File: config.mk
export PLATFORM = sky130hd
export DESIGN_NAME = spi_display_receiver
export DESIGN_NICKNAME = d
export VERILOG_FILES = /design/src/rtl/spi_display_receiver.sv
export SDC_FILE = /design/constraint.sdc
export NUM_CORES = 1
export LEC_CHECK = 0
export CAP_MARGIN = 30
export CORE_MARGIN = 2
export CORE_UTILIZATION = 55
export DETAILED_ROUTE_END_ITERATION = 8
export GPL_ROUTABILITY_DRIVEN = 0
export GPL_TIMING_DRIVEN = 1
export HOLD_SLACK_MARGIN = 0.12
export PLACE_DENSITY_LB_ADDON = 0.3
export SYNTH_ARGS = -nofsm -noshare
export SYNTH_HDL_FRONTEND = slang
export SYNTH_SLANG_ARGS = --single-unit
File: constraint.sdc
create_clock -name clk -period 4.9 [get_ports clk]
set_input_delay 0.735 -clock clk [delete_from_list [all_inputs] [get_ports clk]]
set_output_delay 0.735 -clock clk [all_outputs]
set_load 0.01 [all_outputs]
File: src/rtl/spi_display_receiver.sv
// spi_display_receiver: MAX7219-compatible SPI display peripheral (mode 0, CS active-low, MSB first)
// Ports: clk/res (async active-low), ena, clk_SPI/CS/MOSI serial bus; digits/decode_mode/intensity/
// scan_limit/shutdown_n/display_test register file; frame_valid/frame_error pulses, frame_addr/frame_data
module spi_display_receiver #(
  parameter int FRAME_BITS  = 16,
  parameter int SYNC_STAGES = 2
) (
  input  logic        clk,
  input  logic        res,
  input  logic        ena,
  input  logic        clk_SPI,
  input  logic        CS,
  input  logic        MOSI,
  output logic [63:0] digits,
  output logic [7:0]  decode_mode,
  output logic [3:0]  intensity,
  output logic [2:0]  scan_limit,
  output logic        shutdown_n,
  output logic        display_test,
  output logic        frame_valid,
  output logic [3:0]  frame_addr,
  output logic [7:0]  frame_data,
  output logic        frame_error
);
  typedef enum logic {IDLE, RECV} state_t;
  state_t state, state_nx;
  logic [SYNC_STAGES-1:0] sck_s, cs_s, mosi_s;
  logic sck_d, cs_d, sck, cs, mosi, sck_rise, cs_rise, cs_fall;
  logic start, shift, commit, err;
  logic [FRAME_BITS-1:0] shift_reg;
  logic [4:0] count;
  logic [3:0] addr;
  logic [7:0] data;
  assign sck      = sck_s[SYNC_STAGES-1];
  assign cs       = cs_s[SYNC_STAGES-1];
  assign mosi     = mosi_s[SYNC_STAGES-1];
  assign sck_rise = sck & ~sck_d;
  assign cs_rise  = cs & ~cs_d;
  assign cs_fall  = ~cs & cs_d;
  assign addr     = shift_reg[11:8];
  assign data     = shift_reg[7:0];
  // Sync chains reset low so a CS already low when reset releases is never seen as a frame start.
  always_ff @(posedge clk or negedge res) begin
    if (!res) begin
      sck_s  <= '0;
      cs_s   <= '0;
      mosi_s <= '0;
      sck_d  <= 1'b0;
      cs_d   <= 1'b0;
      state  <= IDLE;
    end else begin
      sck_s  <= {sck_s[SYNC_STAGES-2:0], clk_SPI};
      cs_s   <= {cs_s[SYNC_STAGES-2:0], CS};
      mosi_s <= {mosi_s[SYNC_STAGES-2:0], MOSI};
      sck_d  <= sck;
      cs_d   <= cs;
      state  <= state_nx;
    end
  end
  // A clk_SPI rise coinciding with the CS rise is dropped: the frame is judged on the prior count.
  always_comb begin
    state_nx = state;
    start    = 1'b0;
    shift    = 1'b0;
    commit   = 1'b0;
    err      = 1'b0;
    if (state == IDLE) begin
      start    = cs_fall & ena;
      state_nx = start ? RECV : IDLE;
    end else if (!ena) begin
      state_nx = IDLE;
    end else if (cs_rise) begin
      state_nx = IDLE;
      commit   = count == 5'(FRAME_BITS);
      err      = count != 5'(FRAME_BITS);
    end else begin
      shift = sck_rise;
    end
  end
  always_ff @(posedge clk or negedge res) begin
    if (!res) begin
      shift_reg    <= '0;
      count        <= '0;
      frame_valid  <= 1'b0;
      frame_error  <= 1'b0;
      frame_addr   <= '0;
      frame_data   <= '0;
      digits       <= '0;
      decode_mode  <= '0;
      intensity    <= '0;
      scan_limit   <= '0;
      shutdown_n   <= 1'b0;
      display_test <= 1'b0;
    end else begin
      frame_valid <= commit;
      frame_error <= err;
      if (start) begin
        shift_reg <= '0;
        count     <= '0;
      end else if (shift) begin
        shift_reg <= {shift_reg[FRAME_BITS-2:0], mosi};
        count     <= (count == 5'd31) ? count : count + 5'd1;
      end
      if (commit) begin
        frame_addr <= addr;
        frame_data <= data;
        for (int i = 0; i < 8; i++)
          if (addr == 4'(i + 1)) digits[8*i +: 8] <= data;
        if (addr == 4'h9) decode_mode <= data;
        if (addr == 4'hA) intensity <= data[3:0];
        if (addr == 4'hB) scan_limit <= data[2:0];
        if (addr == 4'hC) shutdown_n <= data[0];
        if (addr == 4'hF) display_test <= data[0];
      end
    end
  end
endmodule

==> out/qor.yml, run 1 <==
outcome:
  status: "complete, no violations"
synth:
  synth_area_um2: 4977
  synth_area_per_cell_um2: 15.08
  yosysUniqueCellTypes: 39
  synth_ff_type: "dfrtp_1"
  yosysWarningCount: 0
  ys_seq_area_share_pct: 60.83
  synth_edf_count: 0
  ys_seq_elements: 121
  async_flop_share_pct: 100.0
  synth_fp_nets: 339
  synthCells: 330
route:
  wl_per_cell_um: 20.74
  drc: 0
  vias: 3207
  totalWireLength_um: 11390
  ant_nets: 0
  via_per_inst: 5.842
  dr.pass1.iters: 6
  drt-met1-wl_um: 4770
  wl_met3_um: 927
  drt_iter0_markers: 304
  met2_wirelength_um: 5515
  top_layer: "met4"
global_route:
  grt_pass1_vias: 3409
  grt_max_degree: 73
  grt_usage_pct: 24.99
  grt_pass1_wl_um: 18590
  gr-total-overflow: 0
  antenna_found_initial: 0
timing:
  period_minus_slack_ns: 2.757
  rsz0062_at_grt: "no"
  fmax_mhz: 362.7
  worstMarginPinSlew_ns: 0.9783
  clock-skew-final_ns: 0.01088
  fin_crit_sh_pct: 56.27
  hold_viol_final: 0
  setup-tns-final_ns: 0
  slew_headroom_pct: 34.78
  hold_slack_ns: 0.3459
  slew_viol_final: 0
  final.setup.worst_slack_ns: 2.143
  setup_viol: 0
clocking:
  clock-sinks: 121
  cts-hold-fix-buffers: 0
  root_buffer: "clkbuf_8"
  htree_levels: 4
  post-cts-setup-buffers: 0
  cts_buffers: 17
  clock_latency_ns: 0.52
  clk_path_buf_depth: 2
  cts_tree: "yes"
  ctsResizeCount: 0
  path_clk_slew_ns: 0.06
pwr:
  peakVddDrop_mv: 0.2687
  powerDensity_nw_per_um2: 355.3
  p_leak_nw: 3.195
layout:
  largest_reg_flops: 64
  ff_latch_area_um2: 3028
  drive_gt1_share_pct: 30.61
  fin_nets: 438
  nFillCells: 545
  final_cell_mix: "dfrtp_1, clkdlybuf4s50_1, mux2_2"
  diodes: 0
  multiInputGateArea_um2: 1812
  layout_commonest_cell: "dfrtp_1"
  syn2layout_area_growth_pct: 32.68
worst_setup_path:
  crit_start: "ena"
  r2r_cells: 5
  r2r-start: "count[0]"
  cp_data_required_time_ns: 5.30
  crit_end: "frame_addr[0]"
  crit_path_start_kind: "input pin"
  r2r_setup_slack_ns: 2.24
  critPathMaxFanout: 14
  cp.arrival_ns: 3.16
  end_kind: "flip-flop"
  crit_type: "in2reg"
  rr_endpoint: "frame_addr[0]"
die:
  io_pins: 101
  fp.dieArea_um2: 9827
  core-area_um2: 8763
  initial_core_util_pct: 56.80
  rows: 34
  fp.dieH_um: 99.13
  fp.dieW_um: 99.13
run:
  cap_violations: 0
placed_design:
  dp_hpwl_um: 7092
  port_buffers: 100
  pre_cts_ws_ns: 1.667
hold_path:
  hold_path.class: "in2async"
## report_power, final
group / internal, W / total, W / switching (W)
clock: 0.000858 / 0.00127 / 0.000415
combinational: 0.0000142 / 0.0000514 / 0.0000372
sequential: 0.00101 / 0.00102 / 0.0000126
## synthesized netlist by cell type, types with 2 or more instances
| cell | count | area, um2 |
|---|---|---|
| mux2_4 | 5 | 75.07 |
| and2b_1 | 3 | 22.52 |
| buf_6 | 3 | 33.78 |
| o31ai_1 | 12 | 90.09 |
| a22o_1 | 2 | 17.52 |
| nand4_2 | 4 | 50.05 |
| clkbuf_1 | 14 | 52.55 |
| and2_1 | 2 | 12.51 |
| mux2_2 | 88 | 991.0 |
| nor2_1 | 2 | 7.510 |
| nand4bb_1 | 2 | 22.52 |
| nand4_4 | 6 | 127.6 |
| nand2_1 | 4 | 15.01 |
| inv_1 | 4 | 15.01 |
| nor3_1 | 2 | 10.01 |
| a21oi_1 | 13 | 65.06 |
| nand4_1 | 15 | 93.84 |
| dfrtp_1 | 121 | 3028 |
| mux2i_1 | 2 | 20.02 |
| ha_1 | 3 | 37.54 |
| nor2b_1 | 3 | 18.77 |
| nand2b_1 | 3 | 18.77 |
## final cells by class
cell class | instances | area share [%]
inverter | 4 | 0.2274
timing repair buffer | 101 | 15.23
clock buffer | 22 | 7.010
multi-input combinational | 184 | 27.43
clock inverter | 9 | 2.198
sequential | 121 | 45.85
tap | 108 | 2.046
## layer usage
layer | global-route usage [%] | vias up
met3 | 9.136 | 17
li1 | - | 1420
met5 | 0 | -
met2 | 38.41 | 124
met1 | 33.33 | 1646
met4 | 8.535 | 0
## worst min path at each step
stage          startpoint        endpoint  slack [ns]  cells after the start
5_1_grt          sck_s[0]        sck_s[1]        0.36                      0
6_report              res  decode_mode[4]        0.35                      1
3_5_place_dp     sck_s[0]        sck_s[1]        0.33                      0
2_1_floorplan     cs_s[0]         cs_s[1]        0.33                      0
3_3_place_gp      cs_s[0]         cs_s[1]        0.33                      0
4_1_cts          sck_s[0]        sck_s[1]        0.35                      0
## logic make-up after synthesis
kind of cell             after synthesis  share of synthesized area (%)
buffers and inverters                 25                          2.765
adder cells (fa/ha/maj)                3                         0.7542
multiplexers                          96                          22.05
AO/OA/AOI/OAI                         31                          4.223
AND/OR/NAND/NOR                       54                          9.377
flip-flops                           121                          60.83
## critical path: stages
cell and delay [ns]:
clkdlybuf4s50_1 0.55, and4b_1 0.84, nand2_1 0.56, mux2_2 0.46
## through the flow
stage	util, %	area, um2	power, W	instances
final	75.36	6604	0.002346	549
after detailed placement	68.42	5996	0.001091	518
after global routing	75.36	6604	0.002417	549
after global placement	68.42	5996	0.001087	518
after CTS	75.36	6604	0.002363	549
after floorplan	-	4977	0.001059	330
Note: power is estimated with default switching activity, not from simulation.
==> run 2, diff against run 1 <==
Settings changed: CORE_UTILIZATION 55 to 46.
Clock period 4.9 ns to 2.3 ns, I/O delays scaled along.
==> out/qor.yml, run 2 (synthesis results as in run 1) <==
clocking:
  root_buffer: "clkbuf_8"
  clk_path_buf_depth: 2
  clock-sinks: 121
  ctsResizeCount: 0
  path_clk_slew_ns: 0.05
  cts_buffers: 17
  cts_tree: "yes"
  htree_levels: 4
  clock_latency_ns: 0.51
layout:
  fin_nets: 444
  syn2layout_area_growth_pct: 34.72
  largest_reg_flops: 64
  diodes: 0
  layout_commonest_cell: "dfrtp_1"
  final_cell_mix: "dfrtp_1, clkdlybuf4s50_1, mux2_2"
  drive_gt1_share_pct: 31.92
  postLayoutCoreUtil_pct: 64.37
route:
  vias: 3182
  ant_nets: 0
  drc: 0
  totalWireLength_um: 10990
  dr.pass1.iters: 4
  via_per_inst: 5.449
  drt_iter0_markers: 189
  wl_per_cell_um: 18.82
timing:
  setup-tns-final_ns: 0
  setup_viol: 0
  clock-skew-final_ns: 0.009207
  rsz0062_at_grt: "no"
  period_minus_slack_ns: 2.150
  slew_viol_final: 0
  fin_crit_sh_pct: 93.46
  fmax_mhz: 465.2
  slew_headroom_pct: 33.77
  final.setup.worst_slack_ns: 0.1504
  worstMarginPinSlew_ns: 0.9915
  hold_viol_final: 0
  hold_slack_ns: 0.2780
worst_setup_path:
  crit_type: "reg2reg"
  r2r_setup_slack_ns: 0.15
  cp_data_required_time_ns: 2.69
  cp.arrival_ns: 2.54
  critPathMaxFanout: 4
  end_kind: "flip-flop"
  crit_path_start_kind: "flip-flop"
placed_design:
  dp_hpwl_um: 7295
  port_buffers: 100
  pre_cts_ws_ns: 0.1023
global_route:
  grt_pass1_vias: 3316
  grt_pass1_wl_um: 17630
  antenna_found_initial: 0
  grt_max_degree: 51
  grt_usage_pct: 20.25
  gr-total-overflow: 0
run:
  cap_violations: 0
outcome:
  status: "complete, no violations"
die:
  rows: 37
  fp.dieW_um: 108.0
  fp.dieH_um: 108.0
  initial_core_util_pct: 47.78
  fp.dieArea_um2: 11670
  core-area_um2: 10420
  io_pins: 101
pwr:
  powerDensity_nw_per_um2: 727.7
  p_leak_nw: 3.212
  peakVddDrop_mv: 0.6908
hold_path:
  hold_path.class: "in2reg"
[run 2: per-stage QoR]
stage               cell area (um2)  power [W]  cells
floorplan                      4977   0.002255    330
finish                         6705   0.004880    584
global route                   6705   0.005040    584
detailed placement             6106   0.002333    551
CTS                            6705   0.004932    584
global placement               6106   0.002327    551
[run 2: final timing paths]
path                       startpoint            end  cells after the start
max                          count[0]       count[0]                      6
min                                CS        cs_s[0]                      1
min in group asynchronous         res  frame_data[5]                      2
min reg2reg                   cs_s[0]        cs_s[1]                      0
max in group asynchronous         res  frame_addr[2]                      3
max reg2reg                  count[0]       count[0]                      6
[run 2: worst max-delay path, stage by stage, from the launching register on]
cell	delay (ns)
dfrtp_1	0.40
ha_1	0.23
and3_1	0.15
ha_1	0.19
or3b_1	0.41
a221o_1	0.38
mux2_2	0.27
[run 2: layer usage]
layer | up-vias | GRT usage, % | wire length [um]
met1 | 1634 | 26.56 | 4851
met2 | 106 | 30.77 | 5198
met4 | 0 | 8.333 | 181
met3 | 13 | 7.173 | 760
li1 | 1429 | - | -
met5 | - | 0 | 0
[run 2: repair_timing]
action	in CTS	in global routing
hold buffers	1	0
endpoints found under the hold margin	47	0
setup buffers	0	0
[run 2: layout make-up]
cell class,count,area (um2)
fillers,808,3711
clock buffers,18,427.9
multi-input cells,184,1812
flip-flops and latches,121,3028
inverters,4,15.01
well taps,136,170.2
clock inverters,14,161.4
repair buffers,107,1091
[run 2: power breakdown]
| group | internal, W | switching [W] | total [W] |
|---|---|---|---|
| clock network | 0.00159 | 0.000991 | 0.00258 |
| registers | 0.00215 | 0.0000249 | 0.00217 |
| logic | 0.0000400 | 0.0000821 | 0.000122 |
| total | 0.00378 | 0.00110 | 0.00488 |
==> run 3, diff against run 2 <==
Settings changed: CTS_CLUSTER_SIZE from default to 25.
==> results of run 3 <==
No change in the layout: final DEF, timing and power equal those of run 2.
